`src/rtl/pipe_pkg.sv`:
```
`default_nettype none
// ============================================================================
// Module      : pipe_pkg
// Description : Shared pipeline types: control bundle, ALU opcodes, constants.
// Revision    : 1.0  initial release
// ============================================================================
package pipe_pkg;

    typedef enum logic [3:0] {
        ALU_ADD = 4'd0,
        ALU_SUB = 4'd1,
        ALU_AND = 4'd2,
        ALU_OR  = 4'd3,
        ALU_XOR = 4'd4,
        ALU_NOR = 4'd5,
        ALU_SLT = 4'd6,
        ALU_SLL = 4'd7,
        ALU_SRL = 4'd8,
        ALU_SRA = 4'd9,
        ALU_LUI = 4'd10
    } alu_op_t;

    typedef struct packed {
        logic    reg_write;
        logic    mem_read;
        logic    mem_write;
        logic    mem_to_reg;
        logic    alu_src;
        logic    reg_dst;
        alu_op_t alu_op;
        logic    branch;
    } ctrl_t;

    localparam ctrl_t      CTRL_NOP = '0;
    localparam logic [4:0] REG_ZERO = 5'd0;

endpackage
`default_nettype wire

```
`src/rtl/load_use_detect.sv`:
```
`default_nettype none
// ============================================================================
// Module      : load_use_detect
// Description : Flags a Decode instruction that reads the destination of a
//               load currently in Execute.
// Revision    : 1.0  initial release
// ============================================================================
module load_use_detect
    import pipe_pkg::*;
(
    input  logic       idex_valid,
    input  logic       idex_mem_read,
    input  logic [4:0] idex_rt,
    input  logic       id_valid,
    input  logic [4:0] id_rs,
    input  logic [4:0] id_rt,
    input  logic       id_uses_rt,
    output logic       lu
);

    logic w_load_in_ex;
    logic w_rs_match;
    logic w_rt_match;

    // A load into $0 produces nothing worth waiting for.
    assign w_load_in_ex = idex_valid & idex_mem_read & (idex_rt != REG_ZERO);
    assign w_rs_match   = (idex_rt == id_rs);
    assign w_rt_match   = id_uses_rt & (idex_rt == id_rt);
    assign lu           = w_load_in_ex & id_valid & (w_rs_match | w_rt_match);

endmodule
`default_nettype wire

```
`src/rtl/id_ex_stage.sv`:
```
`default_nettype none
// ============================================================================
// Module      : id_ex_stage
// Description : ID/EX pipeline register with load-use bubble insertion,
//               flush, hold and write-back bypass. Optional bubble counter
//               enabled by defining ID_EX_BUBBLE_COUNT_EN.
// Revision    : 1.0  initial release
// ============================================================================
module id_ex_stage
    import pipe_pkg::*;
#(
    parameter int DATA_W = 32
) (
    input  logic              clk,
    input  logic              rst_n,
    input  logic              id_valid,
    input  logic [4:0]        id_rs,
    input  logic [4:0]        id_rt,
    input  logic [4:0]        id_rd,
    input  logic              id_uses_rt,
    input  logic [DATA_W-1:0] id_rs_data,
    input  logic [DATA_W-1:0] id_rt_data,
    input  logic [DATA_W-1:0] id_imm,
    input  ctrl_t             id_ctrl,
    input  logic              wb_reg_write,
    input  logic [4:0]        wb_dest,
    input  logic [DATA_W-1:0] wb_data,
    input  logic              ex_flush,
    input  logic              ex_hold,
    output logic              idex_valid,
    output logic [4:0]        idex_rs,
    output logic [4:0]        idex_rt,
    output logic [4:0]        idex_rd,
    output logic [DATA_W-1:0] idex_rs_data,
    output logic [DATA_W-1:0] idex_rt_data,
    output logic [DATA_W-1:0] idex_imm,
    output ctrl_t             idex_ctrl,
    output logic              pc_stall,
    output logic              ifid_stall,
    output logic [31:0]       bubble_count
);

    logic              r_valid;
    logic [4:0]        r_rs;
    logic [4:0]        r_rt;
    logic [4:0]        r_rd;
    logic [DATA_W-1:0] r_rs_data;
    logic [DATA_W-1:0] r_rt_data;
    logic [DATA_W-1:0] r_imm;
    ctrl_t             r_ctrl;

    logic              w_lu;
    logic              w_clear;
    logic              w_load;
    logic              w_wb_live;
    logic [DATA_W-1:0] w_rs_data;
    logic [DATA_W-1:0] w_rt_data;

    load_use_detect u_load_use_detect (
        .idex_valid    (r_valid),
        .idex_mem_read (r_ctrl.mem_read),
        .idex_rt       (r_rt),
        .id_valid      (id_valid),
        .id_rs         (id_rs),
        .id_rt         (id_rt),
        .id_uses_rt    (id_uses_rt),
        .lu            (w_lu)
    );

    assign pc_stall   = w_lu | ex_hold;
    assign ifid_stall = w_lu | ex_hold;

    // The register file is read before it is written, so same-cycle WB data
    // must be picked up here.
    assign w_wb_live = wb_reg_write & (wb_dest != REG_ZERO);
    assign w_rs_data = (w_wb_live && wb_dest == id_rs) ? wb_data : id_rs_data;
    assign w_rt_data = (w_wb_live && wb_dest == id_rt) ? wb_data : id_rt_data;

    assign w_clear = ex_flush | (~ex_hold & w_lu);
    assign w_load  = ~ex_flush & ~ex_hold & ~w_lu;

    always_ff @(posedge clk or negedge rst_n) begin
        if (!rst_n) begin
            r_valid   <= 1'b0;
            r_rs      <= REG_ZERO;
            r_rt      <= REG_ZERO;
            r_rd      <= REG_ZERO;
            r_rs_data <= '0;
            r_rt_data <= '0;
            r_imm     <= '0;
            r_ctrl    <= CTRL_NOP;
        end else if (w_clear) begin
            r_valid   <= 1'b0;
            r_rs      <= REG_ZERO;
            r_rt      <= REG_ZERO;
            r_rd      <= REG_ZERO;
            r_rs_data <= '0;
            r_rt_data <= '0;
            r_imm     <= '0;
            r_ctrl    <= CTRL_NOP;
        end else if (w_load) begin
            // An empty slot carries zero register numbers so forwarding never hits it.
            r_valid   <= id_valid;
            r_rs      <= id_valid ? id_rs : REG_ZERO;
            r_rt      <= id_valid ? id_rt : REG_ZERO;
            r_rd      <= id_valid ? id_rd : REG_ZERO;
            r_rs_data <= w_rs_data;
            r_rt_data <= w_rt_data;
            r_imm     <= id_imm;
            r_ctrl    <= id_valid ? id_ctrl : CTRL_NOP;
        end
    end

    assign idex_valid   = r_valid;
    assign idex_rs      = r_rs;
    assign idex_rt      = r_rt;
    assign idex_rd      = r_rd;
    assign idex_rs_data = r_rs_data;
    assign idex_rt_data = r_rt_data;
    assign idex_imm     = r_imm;
    assign idex_ctrl    = r_ctrl;

`ifdef ID_EX_BUBBLE_COUNT_EN
    logic [31:0] r_bubble_count;
    logic        w_bubble;

    assign w_bubble = ~ex_flush & ~ex_hold & w_lu;

    always_ff @(posedge clk or negedge rst_n) begin
        if (!rst_n) begin
            r_bubble_count <= 32'd0;
        end else if (w_bubble) begin
            r_bubble_count <= r_bubble_count + 32'd1;
        end
    end

    assign bubble_count = r_bubble_count;
`else
    assign bubble_count = 32'd0;
`endif

endmodule
`default_nettype wire

```
`config.mk`:
```
export PLATFORM = sky130hd
export DESIGN_NAME = id_ex_stage
export DESIGN_NICKNAME = d
export VERILOG_FILES = /design/src/rtl/pipe_pkg.sv /design/src/rtl/load_use_detect.sv /design/src/rtl/id_ex_stage.sv
export SDC_FILE = /design/constraint.sdc
export NUM_CORES = 1
export LEC_CHECK = 0
export BUFFER_PORTS_ARGS = -buffer_cell sky130_fd_sc_hd__buf_2
export CAP_MARGIN = 20
export CORE_AREA = 2 2 125 127
export CTS_CLUSTER_SIZE = 24
export DETAILED_ROUTE_END_ITERATION = 12
export DIE_AREA = 0 0 127 129
export PLACE_DENSITY = 0.7
export SLEW_MARGIN = 20
export SYNTH_ARGS = -nofsm -noshare
export SYNTH_HDL_FRONTEND = slang
export SYNTH_SLANG_ARGS = --single-unit
export TNS_END_PERCENT = 1
```
`constraint.sdc`:
```
create_clock -name clk -period 2.5 [get_ports clk]
set_input_delay 0.375 -clock clk [delete_from_list [all_inputs] [get_ports clk]]
set_output_delay 0.375 -clock clk [all_outputs]
set_load 0.05 [all_outputs]
```
; ---- Word level (Yosys, flattened, before mapping)
; Index checks and enable logic that the tools add are counted.
[totals]
reg_bits = 123
latchBits = 0
ram_bits = 0
mem_bits_ro = 0
word_cells = 61
mem_count = 0
[classes]
addsub = 0
n_mul = 0
div = 0
order_cmp = 0
eq_ne = 4
n_shift = 0
mux = 22
bitwise_logic = 15
reduce_logical = 5
[op_table]
columns = operator, count
row1 = $mux W32, 8
row2 = $mux W5, 9
row3 = $mux W11, 3
row4 = $eq A5 B5 Y1, 4
row5 = $reduce_bool A5 Y1, 2
row6 = $and A1 B1 Y1, 9
row7 = $not A1 Y1, 3
row8 = $or A1 B1 Y1, 3
row9 = $logic_and A1 B1 Y1, 2
row10 = $mux W1, 2
row11 = $reduce_bool A2 Y1, 1

; ---- Longest topological paths before layout
; Gate-level depths: netlist (run 1).
[depth]
word_depth = 8
mapped_depth = 7
depth_no_buf = 5

; ---- Cells and area by module
; From an unflattened synthesis (run 1), not the netlist that was laid out.
[hier_totals]
cells_unflattened = 537
hier_area_um2 = 5891.9
[by_module_without_submodules]
columns = mod, n_inst, cells_each, area_per_inst_um2
row1 = id_ex_stage, 1, 520, 5761.8
row2 = load_use_detect, 1, 17, 130.1

; ---- Least setup slack after synthesis (run 1)
; Ideal clock, no wire load.
[synth_path]
path_type = register -> output
startpoint = register r_rt[4], in the netlist idex_rt[4]
endpoint = output port pc_stall
arrival_time_ps = 1869
required_ps = 2125
setup_slack_ps = 256
stages_incl_launch_ff = 6
path_cell_list = dfrtp_1 xnor2_1 nand3_1 o22ai_2 a21o_1 buf_4
[synth_between]
elab_chain_cells = 5
word_cells_on_any_way = 9
classes_between = eq/ne: 2 / bitwise: 6 / reduce/logical: 1
[synth_rtl]
columns = item, line
row1 = "start, declared", id_ex_stage.sv:45  ; logic [4:0] r_rt;
row2 = "start signal, assigned", id_ex_stage.sv:105  ; r_rt <= id_valid ? id_rt : REG_ZERO;
row3 = $eq A5 B5 Y1 or $reduce_bool A5 Y1 (tied branches), "load_use_detect.sv:28, load_use_detect.sv:26"
row4 = "$and A1 B1 Y1, on equally long branches", "load_use_detect.sv:28, load_use_detect.sv:26"
row5 = $or A1 B1 Y1 or $and A1 B1 Y1 (tied branches), load_use_detect.sv:29  ; assign lu = w_load_in_ex & id_valid & (w_rs_match | w_rt_match);
row6 = $and A1 B1 Y1 (*), load_use_detect.sv:29
row7 = $or A1 B1 Y1 (*), n/a
row8 = "end, declared", id_ex_stage.sv:38  ; output logic pc_stall,
; Every way passes the cells marked *; elsewhere a longest branch is shown, timed or not.

; ---- Final worst setup path (run 1)
[layout_path]
startpoint = register r_rt[4], in the netlist idex_rt[4]
endpoint = output port pc_stall
[layout_between]
elab_chain_cells = 5
word_cells_on_any_way = 9
classes_between = eq/ne: 2 / bitwise: 6 / reduce/logical: 1
[layout_rtl]
columns = item, line
row1 = $eq A5 B5 Y1 or $reduce_bool A5 Y1 (tied branches), "load_use_detect.sv:28, load_use_detect.sv:26"
row2 = "$and A1 B1 Y1, on equally long branches", "load_use_detect.sv:28, load_use_detect.sv:26"
row3 = $or A1 B1 Y1 or $and A1 B1 Y1 (tied branches), load_use_detect.sv:29
row4 = $and A1 B1 Y1 (*), load_use_detect.sv:29
row5 = $or A1 B1 Y1 (*), id_ex_stage.sv:70  ; assign pc_stall = w_lu | ex_hold;
; Marks and branches as above.

==> results of run 1 <==
==> final timing paths <==
kind,startpoint,to,depth (start not counted)
max in group asynchronous,rst_n,idex_rs_data[4]$_DFFE_PN0P_,3
min reg2reg,idex_rt_data[6]$_DFFE_PN0P_,idex_rt_data[6]$_DFFE_PN0P_,2
max,idex_rt[4]$_DFFE_PN0P_,pc_stall,5
min in group asynchronous,rst_n,idex_imm[17]$_DFFE_PN0P_,2
max reg2reg,idex_rt[4]$_DFFE_PN0P_,idex_rt_data[8]$_DFFE_PN0P_,6
min,id_imm[21],idex_imm[21]$_DFFE_PN0P_,2
==> synth_stat cells <==
cell and count:
a211o_1 1, a211oi_2 1, a21o_1 1, a21oi_1 1, a22o_1 33, a32o_1 26, buf_2 6, buf_4 36
buf_6 6, clkbuf_1 21, clkbuf_2 1, conb_1 1, dfrtp_1 123, mux2i_1 64, nand2_1 66, nand3_1 4
nand4_1 1, nor2_1 1, nor2b_1 1, nor3_1 1, nor4_4 2, o21ai_0 2, o21ai_1 62, o21ai_4 1
o22ai_2 1, or4_4 1, xnor2_1 16, xor2_1 4
==> power by group through the flow <==
stage,registers [mW],logic (mW),clock network (mW)
floorplan,2.57,0.386,0
global placement,2.19,1.10,0
detailed placement,2.19,1.11,0
CTS,2.16,1.11,2.61
global route,2.17,1.17,2.72
finish,2.16,1.10,2.57
==> logic make-up after synthesis <==
logic type | synth area share [%]
muxes | 11.4
and+or+nand+nor | 6.10
buffers and inverters | 8.03
other | 0.0667
xor gates and xnor gates | 3.11
AOI/OAI and AO/OA | 16.6
DFF | 54.7
==> through the flow <==
step | area (µm²) | power [mW]
2_1_floorplan | 5740 | 2.95
3_3_place_gp | 7150 | 3.29
3_5_place_dp | 7150 | 3.30
4_1_cts | 7770 | 5.88
5_1_grt | 7770 | 6.06
6_report | 7770 | 5.83
==> final cells by class <==
cell class              instances  area [µm²]  area share (%)
flip-flops and latches        123        3080            39.6
multi-input cells             322        2230            28.6
repair buffers                304        1620            20.9
clock buffers                  20         467            6.00
well taps                     188         235            3.03
clock inverters                 8         144            1.85
==> worst max-delay path, stage by stage, from the launching register on <==
cell and delay, ns:
dfrtp_1 0.44, xnor2_1 0.18, nand3_1 0.10, o22ai_2 0.26, a21o_1 0.19, buf_2 0.28
==> state kept, by name, indices dropped and copies added, names as in the netlist <==
name	count
idex_ctrl	11
idex_imm	32
idex_rd	5
idex_rs	5
idex_rs_data	32
idex_rt	5
idex_rt_data	32
idex_valid	1
==> routing by layer <==
layer / GRT usage, % / routed length, µm
met1: 25.0 / 6660
met2: 32.0 / 8070
met3: 5.11 / 1090
met4: 6.85 / 267
met5: 0 / 0
==> what timing repair did <==
action,in CTS,in global routing
gates resized for setup,0,0
hold buffers,1,0
endpoints found under the hold margin,35,0
endpoints found under the setup margin,0,0
==> out/metrics.cfg, run 1 <==
[power]
internal_power_mw=4.12
clockPowerShare_pct=44.0
p_sw_mw=1.71
pwr-share-seq_pct=37.1
ir_worst_vdd_mv=0.430
p_sw_share_pct=29.4
combPwrFrac_pct=18.9
p_leak_nw=3.95
power_density_nw_per_um2=750

[route]
drtIter0Drc=247
post_drt_wl_per_cell_um=16.7
vias=4800
drt_wl_total_um=16100
viasPerCell=4.97
drcViolationCount=0
drtAntennaViolNets=0
firstDrtPassIters=4

[placement]
preCtsSetupSlack_ns=0.537
io_buffer_count=290
placed_cells=936
hpwl_um=11900
place_congestion=0.836

[clock_tree]
cts.clk_slew.worst_paths_ns=0.05
clock_latency_ns=0.40
clock-root-buffer=clkbuf_16
h-tree-depth=4
numCtsBuffers=17
clockBufferDepth=2
cts_tree=yes
cts_sinks=123
cts_setup_buffers=0

[die]
die_area_um2=16400
core_um2=15000
start_util_pct=37.6
die_y_um=129
io_pins=323
dieWidth_um=127
rows=45

[cells_and_area]
syn2layout_area_growth_pct=38.2
insertedDiodeCount=0
drive_above_1_share_pct=43.6
layoutNonFillerInstCount=965
layout_commonest_cell=buf_2
fin_util_pct=51.9
layout_common_cells=289 x buf_2, 123 x dfrtp_1, 66 x nand2_1, 64 x mux2i_1, 62 x o21ai_1
nFillCells=1362
nets=934

[grt]
grt_overflow=0
grt_max_degree=63
antenna_found_initial=0
grtUsageTotal_pct=19.5
grt_pass1_wl_um=25000
grt_pass1_vias=4775

[synth]
synth_area_um2=5620
yosysWarnings=0
ys_types=28
syn_inst=484
seq_area_frac_synth_pct=54.7
synth_top_cell_by_area=dfrtp_1
netlist_top_cells_area=dfrtp_1 55%, mux2i_1 11%, o21ai_1 5.5%
synth_top_area_share_pct=54.7
postSynthAreaPerCell_um2=11.6
ys_ff_latch=123

[worst_setup_path]
cp.required_ns=2.12
worst-setup-path-type=reg -> out
cp-start-kind=flop
crit_path_max_fanout=5
r2r_setup_slack_ns=0.60
crit_arrival_ns=1.86
cp-end-kind=output pin

[outcome]
status=finished, final reports clean

[sta]
slew_headroom_pct=55.2
post-route-period-util_pct=89.4
finalCriticalPeriod_ns=2.24
hold_viol_final=0
fin_tns_setup_ns=0
worst_pin_slew_ns=0.672
whs_ns=0.189
clock.fmax_mhz=447
fin_skew_ns=0.00737
maxSlewViolCount=0
setup_viol=0
setup_ws_ns=0.264
rsz0062_at_grt=false

[min_path]
hold_path_class=in -> reg

[run]
maxCapViolCount=0

Power figures use the tool's default switching activity.
==> run 2: changes to the inputs <==
--- a/config.mk
+++ b/config.mk
@@ -8,9 +8,9 @@
 export BUFFER_PORTS_ARGS = -buffer_cell sky130_fd_sc_hd__buf_2
 export CAP_MARGIN = 20
-export CORE_AREA = 2 2 125 127
+export CORE_AREA = 2 2 127 129
 export CTS_CLUSTER_SIZE = 24
 export DETAILED_ROUTE_END_ITERATION = 12
-export DIE_AREA = 0 0 127 129
-export PLACE_DENSITY = 0.7
+export DIE_AREA = 0 0 129 131
+export PLACE_DENSITY = 0.68
 export SLEW_MARGIN = 20
 export SYNTH_ARGS = -nofsm -noshare
==> constraint.sdc (replaced) <==
create_clock -name clk -period 2.2 [get_ports clk]
set_input_delay 0.11 -clock clk [delete_from_list [all_inputs] [get_ports clk]]
set_output_delay 0.11 -clock clk [all_outputs]
set_load 0.05 [all_outputs]
==> run 2 against run 1 <==
  * Sequential power increased by 13%
  * Cell count increased by 16%
  * Critical path depth unchanged
  * Via count increased by 9.7%
  * Sequential cell count unchanged
  * Critical endpoint unchanged
  * Largest cell class unchanged
  * Largest power group unchanged
==> out/metrics.cfg, run 2 (same netlist as run 1, synthesis figures left out) <==
[outcome]
status=finished, final reports clean  ; unchanged

[worst_setup_path]
cpLargestDelayFamily=flip-flops  ; was compound AO/OA/AOI/OAI gates
crit_arrival_ns=1.87  ; was 1.86 ns
r2r_cells=5  ; was 6
crit_cells=5  ; unchanged
crit_path_max_fanout=5  ; unchanged
cpPeakStageDelay_ns=0.44  ; about the same
worst-setup-path-type=reg -> out  ; unchanged
cp-start-kind=flop  ; unchanged
crit_buf_inv=1  ; unchanged
worstReg2RegEnd=idex_ctrl[8]$_DFFE_PN0P_  ; was idex_rt_data[8]$_DFFE_PN0P_
reg2reg_from=idex_rt[1]$_DFFE_PN0P_  ; was idex_rt[4]$_DFFE_PN0P_
r2r_setup_slack_ns=0.26  ; was 0.60 ns
cp-end-kind=output pin  ; unchanged
crit_slowest_cell=dfrtp_1  ; unchanged
cp.required_ns=2.09  ; was 2.12 ns
path_cells=xnor2_1 -> nand4_1 -> o22ai_2 -> a21o_1 -> buf_2  ; was xnor2_1 -> nand3_1 -> o22ai_2 -> a21o_1 -> buf_2

[cells_and_area]
layoutNonFillerInstCount=1117  ; was 965
final-seq-area_um2=3080  ; unchanged
multi_input_area_um2=2230  ; unchanged
syn2layout_area_growth_pct=61.6  ; was 38.2%
layout_common_cells=289 x buf_2, 124 x dlygate4sd3_1, 123 x dfrtp_1, 66 x nand2_1, 64 x mux2i_1  ; was 289 x buf_2, 123 x dfrtp_1, 66 x nand2_1, 64 x mux2i_1, 62 x o21ai_1
fin_util_pct=58.3  ; was 51.9%
nFillCells=1298  ; was 1362
layout_commonest_cell=buf_2  ; unchanged
insertedDiodeCount=0  ; unchanged
drive_above_1_share_pct=37.6  ; was 43.6%
nets=1054  ; was 934
postLayoutCellArea_um2=9090  ; was 7770 µm²

[sta]
clock.fmax_mhz=506
finalCriticalPeriod_ns=1.98
worst_pin_slew_ns=0.577  ; was 0.672 ns
post-route-period-util_pct=89.8
fin_skew_ns=0.0102  ; was 0.00737 ns
hold_viol_final=0  ; unchanged
slew_headroom_pct=61.4  ; was 55.2%
maxSlewViolCount=0  ; unchanged
setup_ws_ns=0.224  ; was 0.264 ns
setup_viol=0  ; unchanged
fin_tns_setup_ns=0  ; unchanged
whs_ns=0.00867  ; was 0.189 ns
rsz0062_at_grt=false  ; unchanged

[die]
die_y_um=131  ; was 129 µm
start_util_pct=36.1  ; was 37.6%
dieWidth_um=129  ; was 127 µm
rows=46  ; was 45
die_area_um2=16900  ; was 16400 µm²
io_pins=323  ; unchanged
core_um2=15600  ; was 15000 µm²

[route]
drtAntennaViolNets=0  ; unchanged
drcViolationCount=0  ; unchanged
vias=5266  ; was 4800
drt_wl_total_um=17900  ; was 16100 µm
viasPerCell=4.71  ; was 4.97
drtIter0Drc=267  ; was 247
firstDrtPassIters=4  ; unchanged
post_drt_wl_per_cell_um=16.0  ; was 16.7 µm

[grt]
antenna_found_initial=0  ; unchanged
grtUsageTotal_pct=20.4  ; was 19.5%
grt_pass1_wl_um=26400  ; was 25000 µm
grt_pass1_vias=5111  ; was 4775
grt_max_degree=74  ; was 63
grt_overflow=0  ; unchanged

[power]
p_total_mw=6.96  ; was 5.83 mW
p_sw_mw=2.04  ; was 1.71 mW
clockPowerShare_pct=44.0  ; about the same
ir_worst_vdd_mv=0.492  ; was 0.430 mV
p_leak_nw=4.47  ; was 3.95 nW
internal_power_mw=4.92  ; was 4.12 mW
combPwrFrac_pct=20.8  ; was 18.9%
pwr-share-seq_pct=35.2  ; was 37.1%
power_density_nw_per_um2=766  ; was 750 nW/µm²
p_sw_share_pct=29.3  ; was 29.4%

[clock_tree]
clock-root-buffer=clkbuf_16  ; unchanged
h-tree-depth=4  ; unchanged
clock_latency_ns=0.41  ; was 0.40 ns
cts_sinks=123  ; unchanged
cts.clk_slew.worst_paths_ns=0.06  ; was 0.05 ns
cts_tree=yes  ; unchanged
numCtsBuffers=17  ; unchanged
clockBufferDepth=2  ; unchanged

[placement]
io_buffer_count=290  ; unchanged
place_congestion=0.799  ; was 0.836
placed_cells=961  ; was 936
dpl_cell_area_um2=7190  ; was 7150 µm²
hpwl_um=11600  ; was 11900 µm
preCtsSetupSlack_ns=0.268  ; was 0.537 ns

[min_path]
min_to=idex_rt_data[30]$_DFFE_PN0P_  ; was idex_imm[21]$_DFFE_PN0P_
hold_path_class=in -> reg  ; unchanged
hold_start=wb_data[30]  ; was id_imm[21]
min_path_cells=3  ; was 2

[run]
maxCapViolCount=0  ; unchanged

[run 2: repair_timing]
item / in CTS / in global routing
buffers inserted: 0 / 0
hold buffers: 123 / 1
hold endpoints to repair: 126 / 1
gates resized for setup: 0 / 0
[run 2: worst min-delay path: stages]
cell     delay [ns]
buf_2          0.09
mux2i_1        0.07
o21ai_1        0.11
[run 2: per-layer routing]
| metal | part of all wire (%) | track usage, % |
|---|---|---|
| met5 | 0 | 0 |
| met3 | 5.5 | 5.29 |
| met2 | 52 | 34.7 |
| met1 | 41 | 24.9 |
| met4 | 2.1 | 8.18 |
[run 2: cell type report]
type	instances	area share, %
sequential	123	33.9
timing repair buffer	424	31.4
multi-input combinational	322	24.5
clock buffer	23	5.48
tap	216	2.97
clock inverter	9	1.73
[run 2: power groups by stage]
stage / combinational [mW] / clock [mW] / sequential [mW]
detailed placement: 1.27 / 0 / 2.49
finish: 1.44 / 3.06 / 2.45
CTS: 1.44 / 3.12 / 2.45
global route: 1.53 / 3.23 / 2.47
global placement: 1.26 / 0 / 2.49
floorplan: 0.439 / 0 / 2.92
[run 2: worst max path at each step]
| stage | slack [ns] | startpoint | endpoint |
|---|---|---|---|
| floorplan | 0.22 | idex_rt[4]$_DFFE_PN0P_ | pc_stall |
| global placement | 0.31 | idex_rt[1]$_DFFE_PN0P_ | idex_ctrl[7]$_DFFE_PN0P_ |
| detailed placement | 0.27 | idex_rt[1]$_DFFE_PN0P_ | idex_ctrl[7]$_DFFE_PN0P_ |
| CTS | 0.21 | idex_rt[0]$_DFFE_PN0P_ | pc_stall |
| global route | 0.05 | idex_rt[1]$_DFFE_PN0P_ | idex_ctrl[7]$_DFFE_PN0P_ |
| finish | 0.22 | idex_rt[0]$_DFFE_PN0P_ | pc_stall |
==> run 3: changes to the inputs <==
Settings changed: PLACE_DENSITY 0.68 to 0.66.
Clock period 2.2 ns to 2 ns, I/O delays scaled along.
==> run 3 against run 2 <==
  * Register-to-register slack worse by 0.04 ns
  * Design area grew 4.6%
  * Count of clock-buffer cells in the layout shrank 4
  * Hold slack improved by 0.0076 ns
  * Utilization grew 2.7 points
  * Critical path depth did not move
  * Die area unchanged
  * Cell count up 4.5%
  * Non-clock buffer count is 50 higher
  * Clock power about the same
  * Critical path type unchanged
  * Global-route usage is 2.2 points higher
==> out/metrics.cfg, run 3 (same netlist as run 1, synthesis figures left out) <==
[route]
drtAntennaViolNets=0  ; unchanged
drt_wl_total_um=19600  ; was 17900 µm
drcViolationCount=0  ; unchanged
viasPerCell=4.80  ; was 4.71
firstDrtPassIters=5  ; was 4
post_drt_wl_per_cell_um=16.8  ; was 16.0 µm
drtIter0Drc=339  ; was 267
vias=5597  ; was 5266

[die]
rows=46  ; unchanged
die_area_um2=16900  ; unchanged
die_y_um=131  ; unchanged
io_pins=323  ; unchanged
core_um2=15600  ; unchanged
start_util_pct=36.1  ; unchanged
dieWidth_um=129  ; unchanged

[worst_setup_path]
crit_arrival_ns=1.84  ; was 1.87 ns
crit_path_max_fanout=5  ; unchanged
worstReg2RegEnd=idex_rs_data[16]$_DFFE_PN0P_  ; was idex_ctrl[8]$_DFFE_PN0P_
cp-end-kind=output pin  ; unchanged
cp-start-kind=flop  ; unchanged
crit_path_end=ifid_stall  ; was pc_stall
worst-setup-path-type=reg -> out  ; unchanged
cp.required_ns=1.90  ; was 2.09 ns
r2r_cells=6  ; was 5
reg2reg_from=idex_rt[0]$_DFFE_PN0P_  ; was idex_rt[1]$_DFFE_PN0P_
r2r_setup_slack_ns=0.22  ; was 0.26 ns
crit_start=idex_rt[0]$_DFFE_PN0P_  ; unchanged

[sta]
hold_viol_final=0  ; unchanged
setup_viol=0  ; unchanged
fin_tns_setup_ns=0  ; unchanged
maxSlewViolCount=0  ; unchanged
clock.fmax_mhz=516
rsz0062_at_grt=true  ; was false
fin_skew_ns=0.00912  ; was 0.0102 ns
finalCriticalPeriod_ns=1.94
post-route-period-util_pct=96.9

[clock_tree]
clockBufferDepth=2  ; unchanged
clock-root-buffer=clkbuf_16  ; unchanged
numCtsBuffers=17  ; unchanged
h-tree-depth=4  ; unchanged
cts_sinks=123  ; unchanged
clock_latency_ns=0.41  ; about the same
cts.clk_slew.worst_paths_ns=0.06  ; about the same
cts_tree=yes  ; unchanged

[min_path]
hold_path_class=in -> reg  ; unchanged

[cells_and_area]
syn2layout_area_growth_pct=69.0  ; was 61.6%
insertedDiodeCount=0  ; unchanged
drive_above_1_share_pct=37.9  ; was 37.6%
nFillCells=1256  ; was 1298
layout_commonest_cell=buf_2  ; unchanged
layout_common_cells=287 x buf_2, 156 x dlygate4sd3_1, 122 x dfrtp_1, 66 x nand2_1, 64 x mux2i_1  ; was 289 x buf_2, 124 x dlygate4sd3_1, 123 x dfrtp_1, 66 x nand2_1, 64 x mux2i_1
fin_util_pct=60.9  ; was 58.3%
nets=1104  ; was 1054

[power]
internal_power_mw=5.13  ; was 4.92 mW
power_density_nw_per_um2=786  ; was 766 nW/µm²
ir_worst_vdd_mv=0.545  ; was 0.492 mV
p_sw_share_pct=31.4  ; was 29.3%
p_sw_mw=2.34  ; was 2.04 mW
p_leak_nw=4.66  ; was 4.47 nW
combPwrFrac_pct=22.5  ; was 20.8%
clockPowerShare_pct=41.4  ; was 44.0%
pwr-share-seq_pct=36.1  ; was 35.2%

[grt]
grt_pass1_wl_um=29500  ; was 26400 µm
grt_max_degree=65  ; was 74
grtUsageTotal_pct=22.6  ; was 20.4%
grt_pass1_vias=5693  ; was 5111
grt_overflow=0  ; unchanged
antenna_found_initial=0  ; unchanged

[outcome]
status=finished, final reports clean  ; unchanged

[placement]
place_congestion=0.801  ; was 0.799
hpwl_um=12300  ; was 11600 µm
io_buffer_count=290  ; unchanged

[run]
maxCapViolCount=0  ; unchanged

==> run 3: cell types whose count changed in the layout (fill, tap and decap cells not counted), moves of 2 or more <==
cell | previous run | this run
dlygate4sd3_1 | 124 | 156
buf_2 | 289 | 287
bufinv_16 | 4 | 2
clkinvlp_4 | 2 | 5
clkbuf_8 | 5 | 2
buf_4 | 4 | 24
==> run 3: worst max-delay path, cell delays in order, from the launching register on <==
cell	delay (ns)
dfrtp_1	0.44
xnor2_1	0.18
nand4_1	0.17
o22ai_4	0.21
a21o_1	0.21
buf_4	0.22
==> run 3: area by class of cell <==
type                    instances  area (µm²)  area share [%]
clock buffers                  19         453            4.77
repair buffers                474        3320            34.9
flip-flops and latches        123        3080            32.4
well taps                     216         270            2.84
clock inverters                13         143            1.50
multi-input cells             322        2240            23.6
==> run 3: repair_timing <==
item                                   CTS  global route
setup endpoints to repair                2            11
pin swaps                                0             2
hold buffers                           156             0
endpoints found under the hold margin  235             0
resized for setup                        0             7
setup buffers                            0             2
==> run 3: per-layer routing <==
metal  global-route usage [%]  vias up  share of wire [%]
li1                         -     2589                  -
met1                     27.0     2713                 40
met2                     39.0      245                 52
met3                     5.33       50                5.3
met4                     9.85        0                2.6
met5                        0        -                  0
==> run 3: how the worst min path moves through the flow <==
stage | start | end | slack (ns) | depth (start not counted)
floorplan | rst_n | idex_ctrl[0]$_DFFE_PN0P_ | -0.20 | 0
global placement | rst_n | idex_imm[6]$_DFFE_PN0P_ | 0.03 | 1
detailed placement | rst_n | idex_ctrl[7]$_DFFE_PN0P_ | 0.02 | 1
CTS | wb_data[19] | idex_rs_data[19]$_DFFE_PN0P_ | 0.0001 | 3
global route | id_rs_data[17] | idex_rs_data[17]$_DFFE_PN0P_ | 0.004 | 3
finish | id_rs_data[17] | idex_rs_data[17]$_DFFE_PN0P_ | 0.02 | 3
==> run 3: per-stage QoR <==
| step | instances | worst slack (ns) | power (mW) | hold slack (ns) | instance area, µm² |
|---|---|---|---|---|---|
| floorplan | 515 | 0.0314 | 3.69 | -0.196 | 5740 |
| global placement | 976 | -0.364 | 4.15 | 0.0252 | 7300 |
| detailed placement | 977 | -0.0188 | 4.15 | 0.0242 | 7310 |
| CTS | 1165 | -0.0585 | 7.50 | 0.000148 | 9470 |
| global route | 1167 | -0.0490 | 7.75 | 0.00443 | 9510 |
| finish | 1167 | 0.0614 | 7.47 | 0.0163 | 9510 |
==> run 3: power groups by stage <==
stage | clock [mW] | combinational, mW | sequential, mW
after floorplan | 0 | 0.483 | 3.21
after global placement | 0 | 1.41 | 2.74
after detailed placement | 0 | 1.41 | 2.74
after CTS | 3.14 | 1.66 | 2.70
after global routing | 3.27 | 1.77 | 2.71
final | 3.09 | 1.68 | 2.70
